$ cat src/rtl/reset_sequencer_pkg.sv
// Shared state encoding, default sequencing constants and a counter-width helper
// for the reset release sequencer.
package reset_sequencer_pkg;

    localparam int DEF_NUM_STAGES  = 4;
    localparam int DEF_HOLD_CYCLES = 16;
    localparam int DEF_ACK_TIMEOUT = 1024;
    localparam int DEF_MAX_RETRY   = 3;
    localparam int RETRY_W         = 2;

    typedef enum logic [2:0] {
        ST_WAIT_LOCK,
        ST_RELEASE,
        ST_WAIT_ACK,
        ST_DONE,
        ST_ERROR
    } seq_state_t;

    // Ceiling log2, never below 1 so it can size any counter or index directly.
    function automatic int clog2(input int n);
        int r;
        int v;
        r = 0;
        v = n - 1;
        while (v > 0) begin
            r = r + 1;
            v = v >>> 1;
        end
        return (r == 0) ? 1 : r;
    endfunction

endpackage

$ cat src/rtl/reset_sequencer_lock_debounce.sv
// PLL lock 2-flop synchronizer plus continuous-high stability counter; lock_sync lags
// pll_locked by 2 cycles, lock_stable rises HOLD_CYCLES after that; no backpressure.
module lock_debounce
    import reset_sequencer_pkg::*;
#(
    parameter int HOLD_CYCLES = DEF_HOLD_CYCLES
) (
    input  logic clk,
    input  logic sync_rst,
    input  logic pll_locked,
    input  logic hold_clr,
    output logic lock_sync,
    output logic lock_stable
);

    localparam int HW = clog2(HOLD_CYCLES + 1);
    localparam logic [HW-1:0] HOLD_MAX = HW'(HOLD_CYCLES);

    logic          lock_meta;
    logic [HW-1:0] hold_cnt;

    always_ff @(posedge clk) begin
        if (sync_rst) begin
            lock_meta <= 1'b0;
            lock_sync <= 1'b0;
            hold_cnt  <= '0;
        end else begin
            lock_meta <= pll_locked;
            lock_sync <= lock_meta;
            // Saturates at HOLD_CYCLES; any dropout or a sequencer restart starts over.
            if (hold_clr || !lock_sync) begin
                hold_cnt <= '0;
            end else if (hold_cnt != HOLD_MAX) begin
                hold_cnt <= hold_cnt + HW'(1);
            end
        end
    end

    assign lock_stable = (hold_cnt == HOLD_MAX);

endmodule

$ cat src/rtl/reset_sequencer.sv
// Ordered per-stage reset release gated on stable PLL lock and per-stage ready acks;
// one release per RELEASE cycle, waits on stage_ack with bounded timeout and retries.
module reset_sequencer
    import reset_sequencer_pkg::*;
#(
    parameter int NUM_STAGES  = DEF_NUM_STAGES,
    parameter int HOLD_CYCLES = DEF_HOLD_CYCLES,
    parameter int ACK_TIMEOUT = DEF_ACK_TIMEOUT,
    parameter int MAX_RETRY   = DEF_MAX_RETRY
) (
    input  logic                  clk,
    input  logic                  sync_rst,
    input  logic                  pll_locked,
    input  logic                  soft_rst_req,
    input  logic [NUM_STAGES-1:0] stage_ack,
    output logic [NUM_STAGES-1:0] stage_rst,
    output logic                  seq_done,
    output logic                  seq_error,
    output logic [RETRY_W-1:0]    retry_cnt
);

    localparam int KW = clog2(NUM_STAGES);
    localparam int TW = clog2(ACK_TIMEOUT + 1);
    localparam logic [KW-1:0] LAST_K   = KW'(NUM_STAGES - 1);
    localparam logic [TW-1:0] TMO_LAST = TW'(ACK_TIMEOUT - 1);

    seq_state_t            state, state_nxt;
    logic [KW-1:0]         k, k_nxt;
    logic [TW-1:0]         tmo_cnt, tmo_cnt_nxt;
    logic [RETRY_W-1:0]    retry_nxt, retry_inc;
    logic [NUM_STAGES-1:0] stage_rst_nxt;
    logic                  done_nxt, error_nxt;
    logic                  hold_clr;
    logic                  lock_sync, lock_stable;
    logic                  lock_lost;

    lock_debounce #(
        .HOLD_CYCLES (HOLD_CYCLES)
    ) u_lock_debounce (
        .clk         (clk),
        .sync_rst    (sync_rst),
        .pll_locked  (pll_locked),
        .hold_clr    (hold_clr),
        .lock_sync   (lock_sync),
        .lock_stable (lock_stable)
    );

    assign lock_lost = !lock_sync &&
                       (state == ST_RELEASE || state == ST_WAIT_ACK || state == ST_DONE);
    assign retry_inc = (&retry_cnt) ? retry_cnt : retry_cnt + RETRY_W'(1);

    always_ff @(posedge clk) begin
        if (sync_rst) begin
            state     <= ST_WAIT_LOCK;
            k         <= '0;
            tmo_cnt   <= '0;
            retry_cnt <= '0;
            stage_rst <= '1;
            seq_done  <= 1'b0;
            seq_error <= 1'b0;
        end else begin
            state     <= state_nxt;
            k         <= k_nxt;
            tmo_cnt   <= tmo_cnt_nxt;
            retry_cnt <= retry_nxt;
            stage_rst <= stage_rst_nxt;
            seq_done  <= done_nxt;
            seq_error <= error_nxt;
        end
    end

    always_comb begin
        state_nxt     = state;
        k_nxt         = k;
        tmo_cnt_nxt   = tmo_cnt;
        retry_nxt     = retry_cnt;
        stage_rst_nxt = stage_rst;
        done_nxt      = seq_done;
        error_nxt     = seq_error;
        hold_clr      = 1'b0;

        if (state == ST_ERROR) begin
            stage_rst_nxt = '1;
            done_nxt      = 1'b0;
            error_nxt     = 1'b1;
        end else if (lock_lost || soft_rst_req) begin
            // Lock loss outranks a soft request, so only a pure soft request clears retries.
            state_nxt     = ST_WAIT_LOCK;
            k_nxt         = '0;
            tmo_cnt_nxt   = '0;
            stage_rst_nxt = '1;
            done_nxt      = 1'b0;
            if (!lock_lost) begin
                retry_nxt = '0;
                hold_clr  = 1'b1;
            end
        end else begin
            case (state)
                ST_WAIT_LOCK: begin
                    if (lock_stable) begin
                        state_nxt = ST_RELEASE;
                        k_nxt     = '0;
                    end
                end
                ST_RELEASE: begin
                    stage_rst_nxt[k] = 1'b0;
                    tmo_cnt_nxt      = '0;
                    state_nxt        = ST_WAIT_ACK;
                end
                ST_WAIT_ACK: begin
                    if (stage_ack[k]) begin
                        if (k == LAST_K) begin
                            state_nxt = ST_DONE;
                            done_nxt  = 1'b1;
                        end else begin
                            k_nxt     = k + KW'(1);
                            state_nxt = ST_RELEASE;
                        end
                    end else if (tmo_cnt == TMO_LAST) begin
                        stage_rst_nxt = '1;
                        k_nxt         = '0;
                        tmo_cnt_nxt   = '0;
                        retry_nxt     = retry_inc;
                        hold_clr      = 1'b1;
                        if (int'(retry_inc) >= MAX_RETRY) begin
                            state_nxt = ST_ERROR;
                            error_nxt = 1'b1;
                        end else begin
                            state_nxt = ST_WAIT_LOCK;
                        end
                    end else begin
                        tmo_cnt_nxt = tmo_cnt + TW'(1);
                    end
                end
                ST_DONE: begin
                    done_nxt = 1'b1;
                end
                default: begin
                    state_nxt = ST_WAIT_LOCK;
                end
            endcase
        end
    end

endmodule
$ cat config.mk
export PLATFORM = sky130hd
export DESIGN_NAME = reset_sequencer
export DESIGN_NICKNAME = d
export VERILOG_FILES = /design/src/rtl/reset_sequencer_pkg.sv /design/src/rtl/reset_sequencer_lock_debounce.sv /design/src/rtl/reset_sequencer.sv
export SDC_FILE = /design/constraint.sdc
export NUM_CORES = 1
export LEC_CHECK = 0
export CORE_ASPECT_RATIO = 0.75
export CORE_MARGIN = 5
export CORE_UTILIZATION = 30
export CTS_CLUSTER_SIZE = 14
export DETAILED_ROUTE_END_ITERATION = 10
export GPL_ROUTABILITY_DRIVEN = 0
export HOLD_SLACK_MARGIN = 0.15
export PLACE_DENSITY = 0.46
export SKIP_CTS_REPAIR_TIMING = 1
export SLEW_MARGIN = 20
export SYNTH_ARGS = -nofsm -noshare
export SYNTH_HDL_FRONTEND = slang
export SYNTH_SLANG_ARGS = --single-unit
export TNS_END_PERCENT = 10
$ cat constraint.sdc
create_clock -name clk -period 2.2 [get_ports clk]
set_input_delay 0.66 -clock clk [delete_from_list [all_inputs] [get_ports clk]]
set_output_delay 0.66 -clock clk [all_outputs]
set_load 0.05 [all_outputs]
After elaboration in Yosys (flattened, before gate mapping). Index checks and enable logic that the tools add are counted.

Register bits after elaboration: 31. Latch bits: 0. Bits in writable memories: 0. Bits in read-only memories: 0. Input bits: 8. Output and inout bits: 8. Logic and storage cells: 113. Memories kept: 0.

Add/sub/neg operators: 4. $mul: 0. Div/mod/pow operators: 0. $lt $le $gt $ge: 3. Eq/ne operators: 21. Shift-type cells: 0. Mux-type cells: 45. Bitwise logic cells: 3. Reductions and logical operators: 27.

Operators with widths (count): two-way mux 11 bit (3); two-way mux 2 bit (12); one-hot mux 11 bit (2 select lines) (1); two-way mux 1 bit (16); two-way mux 3 bit (5); AND reduction 5 bit (3); nonzero test 2 bit (7); one-hot mux 3 bit (4 select lines) (1); adder 11 x 1 -> 11 bit (second input constant) (1); equality test 11 x 10 -> 1 bit (second input constant) (1); inequality test 2 bit (second input constant) (5); AND reduction 3 bit (3); two-way mux 4 bit (2); inequality test 2 x 1 -> 1 bit (second input constant) (4); one-hot mux 4 bit (2 select lines) (1); equality test 3 x 2 -> 1 bit (second input constant) (2); inequality test 3 bit (second input constant) (2); nonzero test 3 bit (2); adder 5 x 1 -> 5 bit (second input constant) (1); equality test 5 bit (second input constant) (1); inequality test 5 bit (second input constant) (1); adder 2 x 1 -> 2 bit (second input constant) (2); bitwise AND 4 bit (1); logical OR 1 bit (4); other kinds (21) (22).

Longest topological paths before layout.
Word-level depth: 9. Mapped depth: 7. Mapped depth without buffers: 6.

Cells and area by module. Synthesis repeated with hierarchy kept, for this count alone.

Cells, all modules: 194. Area, all modules: 1670.4 um^2.

By module, submodules not included: reset_sequencer (instances 1, cells an instance 166, area each 1376.3 um^2, sequential area each 480.5 um^2); lock_debounce (instances 1, cells an instance 28, area each 294.0 um^2, sequential area each 140.1 um^2).

Worst setup path before layout. OpenSTA, ideal clock, no wires.

Path type: in2reg. Start point: input port stage_ack[3]. End point: register tmo_cnt[9]. Setup time: 0.072 ns. Data arrival time: 2.122 ns. Data required time: 2.128 ns. Setup slack: 0.006 ns. Cell stages on the path: 5. Path buffers: 1. Cells stage by stage: mux4_2 > and3_4 > buf_6 > or4_4 > a21oi_2.

Word-level cells in the longest chain between the ends: 4.

RTL lines: from (decl) (RTL line reset_sequencer.sv:15) `input logic [NUM_STAGES-1:0] stage_ack,`; binary-select mux 1 bit (select 2 bit) (RTL line reset_sequencer.sv:111) `if (stage_ack[k]) begin`; two-way mux 1 bit (implied by the code) (RTL line reset_sequencer.sv:111); inequality test 3 bit (no line); AND reduction 3 bit (no line); to (signal assigned) (RTL line reset_sequencer.sv:64) `tmo_cnt <= tmo_cnt_nxt;`; to (decl) (RTL line reset_sequencer.sv:29) `logic [TW-1:0] tmo_cnt, tmo_cnt_nxt;`.

No other way between the ends. The select of a mux whose other input is x is not followed. A chain may end at the register's enable or synchronous reset.

Worst setup path after layout.
Start point: input port stage_ack[1]. End point: register stage_rst[1].

Word-level cells in the longest chain between the ends: 4.

RTL lines: binary-select mux 1 bit (select 2 bit) (RTL line reset_sequencer.sv:111); two-way mux 1 bit (implied by the code) (RTL line reset_sequencer.sv:111); inequality test 2 bit (no line); AND reduction 3 bit (no line); to (signal assigned) (RTL line reset_sequencer.sv:66) `stage_rst <= stage_rst_nxt;`; to (decl) (RTL line reset_sequencer.sv:16) `output logic [NUM_STAGES-1:0] stage_rst,`.

No other way between the ends. The select of a mux whose other input is x is not followed.

==> impl_results.md <==
- Post-Synthesis Cells: 190
- Outcome: finished clean
- Initial Util: 0.315
- Final hold viol count: 0
- Arr. time, crit path: 2.38 ns
- Die Height: approximately 76 um
- Worst reg2reg path depth: 4
- CP cell instances: dlymetal6s2s_1 -> mux4_2 -> or4b_4 -> o211ai_4 -> a2bb2oi_2
- Core Area: 5470 um^2
- TritonRoute pass-1 iters: 4
- Share of the synthesized area in the top cell type: 0.360
- Drt drc: 0
- Overflow after GRT: 0
- H-tree depth: 2
- Hold WC Path Type: reg2reg
- DIE WIDTH: ~97 um
- Largest net degree at the start of global routing: 22
- Most frequent cells in the layout: 30 x dfxtp_1, 21 x buf_4, 18 x a21oi_1
- Setup crit end kind: flip-flop
- Relative slew slack: 0.664
- Final worst path period need: 2.16 ns
- Flops & latches, synth: 31
- Synth-to-layout area growth: 27.3%
- Non-filler cells, final: a little under 300
- Initial antenna violation count: 0
- Routed wire length: around 4300 um
- CP top delay family: simple AND/OR/NAND/NOR gates
- Worst-path clk slew: around 0.07 ns
- Most common cell after layout, fill and taps aside: dfxtp_1
- Num CTS Buffers: 5
- Cell taking the most area after synthesis: dfxtp_1
- DR vias: around 1,600
- Crit path kind: in2reg
- Sequential fraction of the synthesis area: 0.360
- Pwr dens: 504 nW/um^2
- Crit Path Max Fanout: 5
- Detail Route Antenna Nets: 0
- F_max: between 400 and 500 MHz
- Leakage power: between 0.8 and 0.9 nW
- Ratio of cells with drive above 1 in the final layout: 0.230
- Async S/R FF share, synth: 0
- Final setup fails: 0
- Max-Cap Viols: 0
- Net count, final: between 200 and 250
- Vias/cell: between 5 and 6
- Cell variety after synth: between 50 and 60
- Crit share post-route: 0.984
- Post-Syn Area: 1720 um^2
- I/O Pins: 16
- Die area: about 7400 um^2
- Area after DPL: 2070 um^2
- FP Rows: 23
- Detail Placement HPWL: 3170 um
- Clock sink count: 31
- Routed wire length per instance: around 14 um
- PortBufs: 15
- Number of global-route vias before repair: about 1,500
- Worst-Margin Slew: ~0.50 ns
- Synth warn: 0
- Syn_nets: just over 200
- 1st-iter DRT viols: 66
- Global-route wire length before repair: 7350 um
- CTS tree: done
- Critical Path RT: ~2.4 ns
- CP startpoint kind: input port
- Gr usage total: 0.123
- Final Skew: 0.00502 ns
- CP max stage delay: 0.60 ns
- Peak supply drop: 221 uV
- Antenna diode count: 0
- CTS max path bufs: 2
- Worst hold path depth: 1
- EDFF count, synth: 0
- Worst-Skew Late Latency: between 0.2 and 0.3 ns
- Ys flop type: dfxtp_1
- Hold Slack: roughly 0.44 ns
- Top cells by area, synth: dfxtp_1 36%, a21oi_1 5.2%, ha_1 5.1%, o31ai_1 3.1%, inv_1 2.2%
- Placed cells: 289
- Worst path slowest cell: or4b_4
- Bufs and invs on worst path: 1
- Post-synthesis area per instance: 9.06 um^2
- CP Depth: 5
- Design Area, Final: 2190 um^2
- Slew Limit Fails: 0
- Clk root buf: clkbuf_8
area by class of cell:
class / instances / area, um^2
clock buffer: 5 / 68.8
inverter: 10 / 37.5
sequential: 31 / 622
fill: 541 / 3280
clock inverter: 3 / 15.0
timing repair buffer: 35 / 305
multi-input combinational: 138 / 1050
tap: 75 / 93.8
routing by layer:
metal / GRT usage / vias to the layer above / wire length [um]
met3: 0.0366 / 7 / 211
met5: 0 / - / 0
met2: 0.193 / 32 / 1810
met4: 0.0353 / 0 / 42
li1: - / 796 / -
met1: 0.166 / 731 / 2220
report_power, final:
group	switching (W)	total [W]	internal, W	leakage, nW
logic	0.0000539	0.000104	0.0000503	0.527
clock network	0.000214	0.000430	0.000216	0.0477
registers	0.00000482	0.000570	0.000566	0.251
cells in the mapped netlist (2+ instances only):
| cell | instances |
|---|---|
| or4_1 | 5 |
| mux2i_1 | 2 |
| a221o_1 | 2 |
| o21ai_0 | 3 |
| nor3b_1 | 3 |
| xnor2_1 | 4 |
| nor2_1 | 6 |
| a2bb2oi_1 | 4 |
| dfxtp_1 | 31 |
| ha_1 | 7 |
| nor3_1 | 3 |
| buf_2 | 3 |
| a211oi_1 | 2 |
| a41oi_1 | 2 |
| inv_1 | 10 |
| clkbuf_1 | 6 |
| nand3_1 | 5 |
| nor2b_1 | 4 |
| and3b_1 | 2 |
| a221oi_1 | 2 |
| nand4_1 | 4 |
| nor4_1 | 3 |
| nand2b_1 | 3 |
| a21oi_1 | 18 |
| and4b_1 | 2 |
| o31ai_1 | 7 |
| and4_1 | 4 |
| a31o_2 | 2 |
| nand2_1 | 10 |
| o211ai_1 | 5 |
| or3b_2 | 2 |
state kept, by name, summed over array words and instances, names as in the netlist, 2 cells and up:
name and cells:
retry_cnt 2, u_lock_debounce.hold_cnt 5, state 3, tmo_cnt 11
k 2, stage_rst 4
stage by stage:
stage                     setup slack (ns)  total power, W   TNS (ns)  utilization
after floorplan                    0.00565        0.000635          0            -
after global placement              -0.438        0.000683      -9.62        0.379
after detailed placement            -0.471        0.000686     -10.40        0.379
after CTS                           -0.177         0.00112      -2.40        0.394
after global routing             -0.000357         0.00117  -0.000357        0.401
final                               0.0355         0.00110          0        0.401
worst register-to-register path: cells and delay by family (launching register included):
| kind | cells | cell delay (ns) |
|---|---|---|
| AOI/OAI and AO/OA | 2 | 0.45 |
| DFF | 1 | 0.39 |
| muxes | 1 | 0.62 |
| and+or+nand+nor | 1 | 0.60 |
final timing paths:
check	slack (ns)	end	start
hold reg to reg	0.44	u_lock_debounce.lock_sync	u_lock_debounce.lock_meta
setup / recovery	0.04	stage_rst[1]	stage_ack[1]
hold / removal	0.44	u_lock_debounce.lock_sync	u_lock_debounce.lock_meta
setup reg to reg	0.08	stage_rst[1]	k[0]
logic make-up (layout without fill, tap and decap cells):
kind of cell               count (synthesis)  count (layout)  synth area share
and+or+nand+nor                           65              65             0.243
AOI/OAI and AO/OA                         58              58             0.242
DFF                                       31              31             0.360
buffers and inverters                     21              53            0.0523
adders and majority gates                  7               7            0.0509
xor gates and xnor gates                   4               4            0.0203
muxes                                      4               4            0.0312
Power figures use the tool's default switching activity.
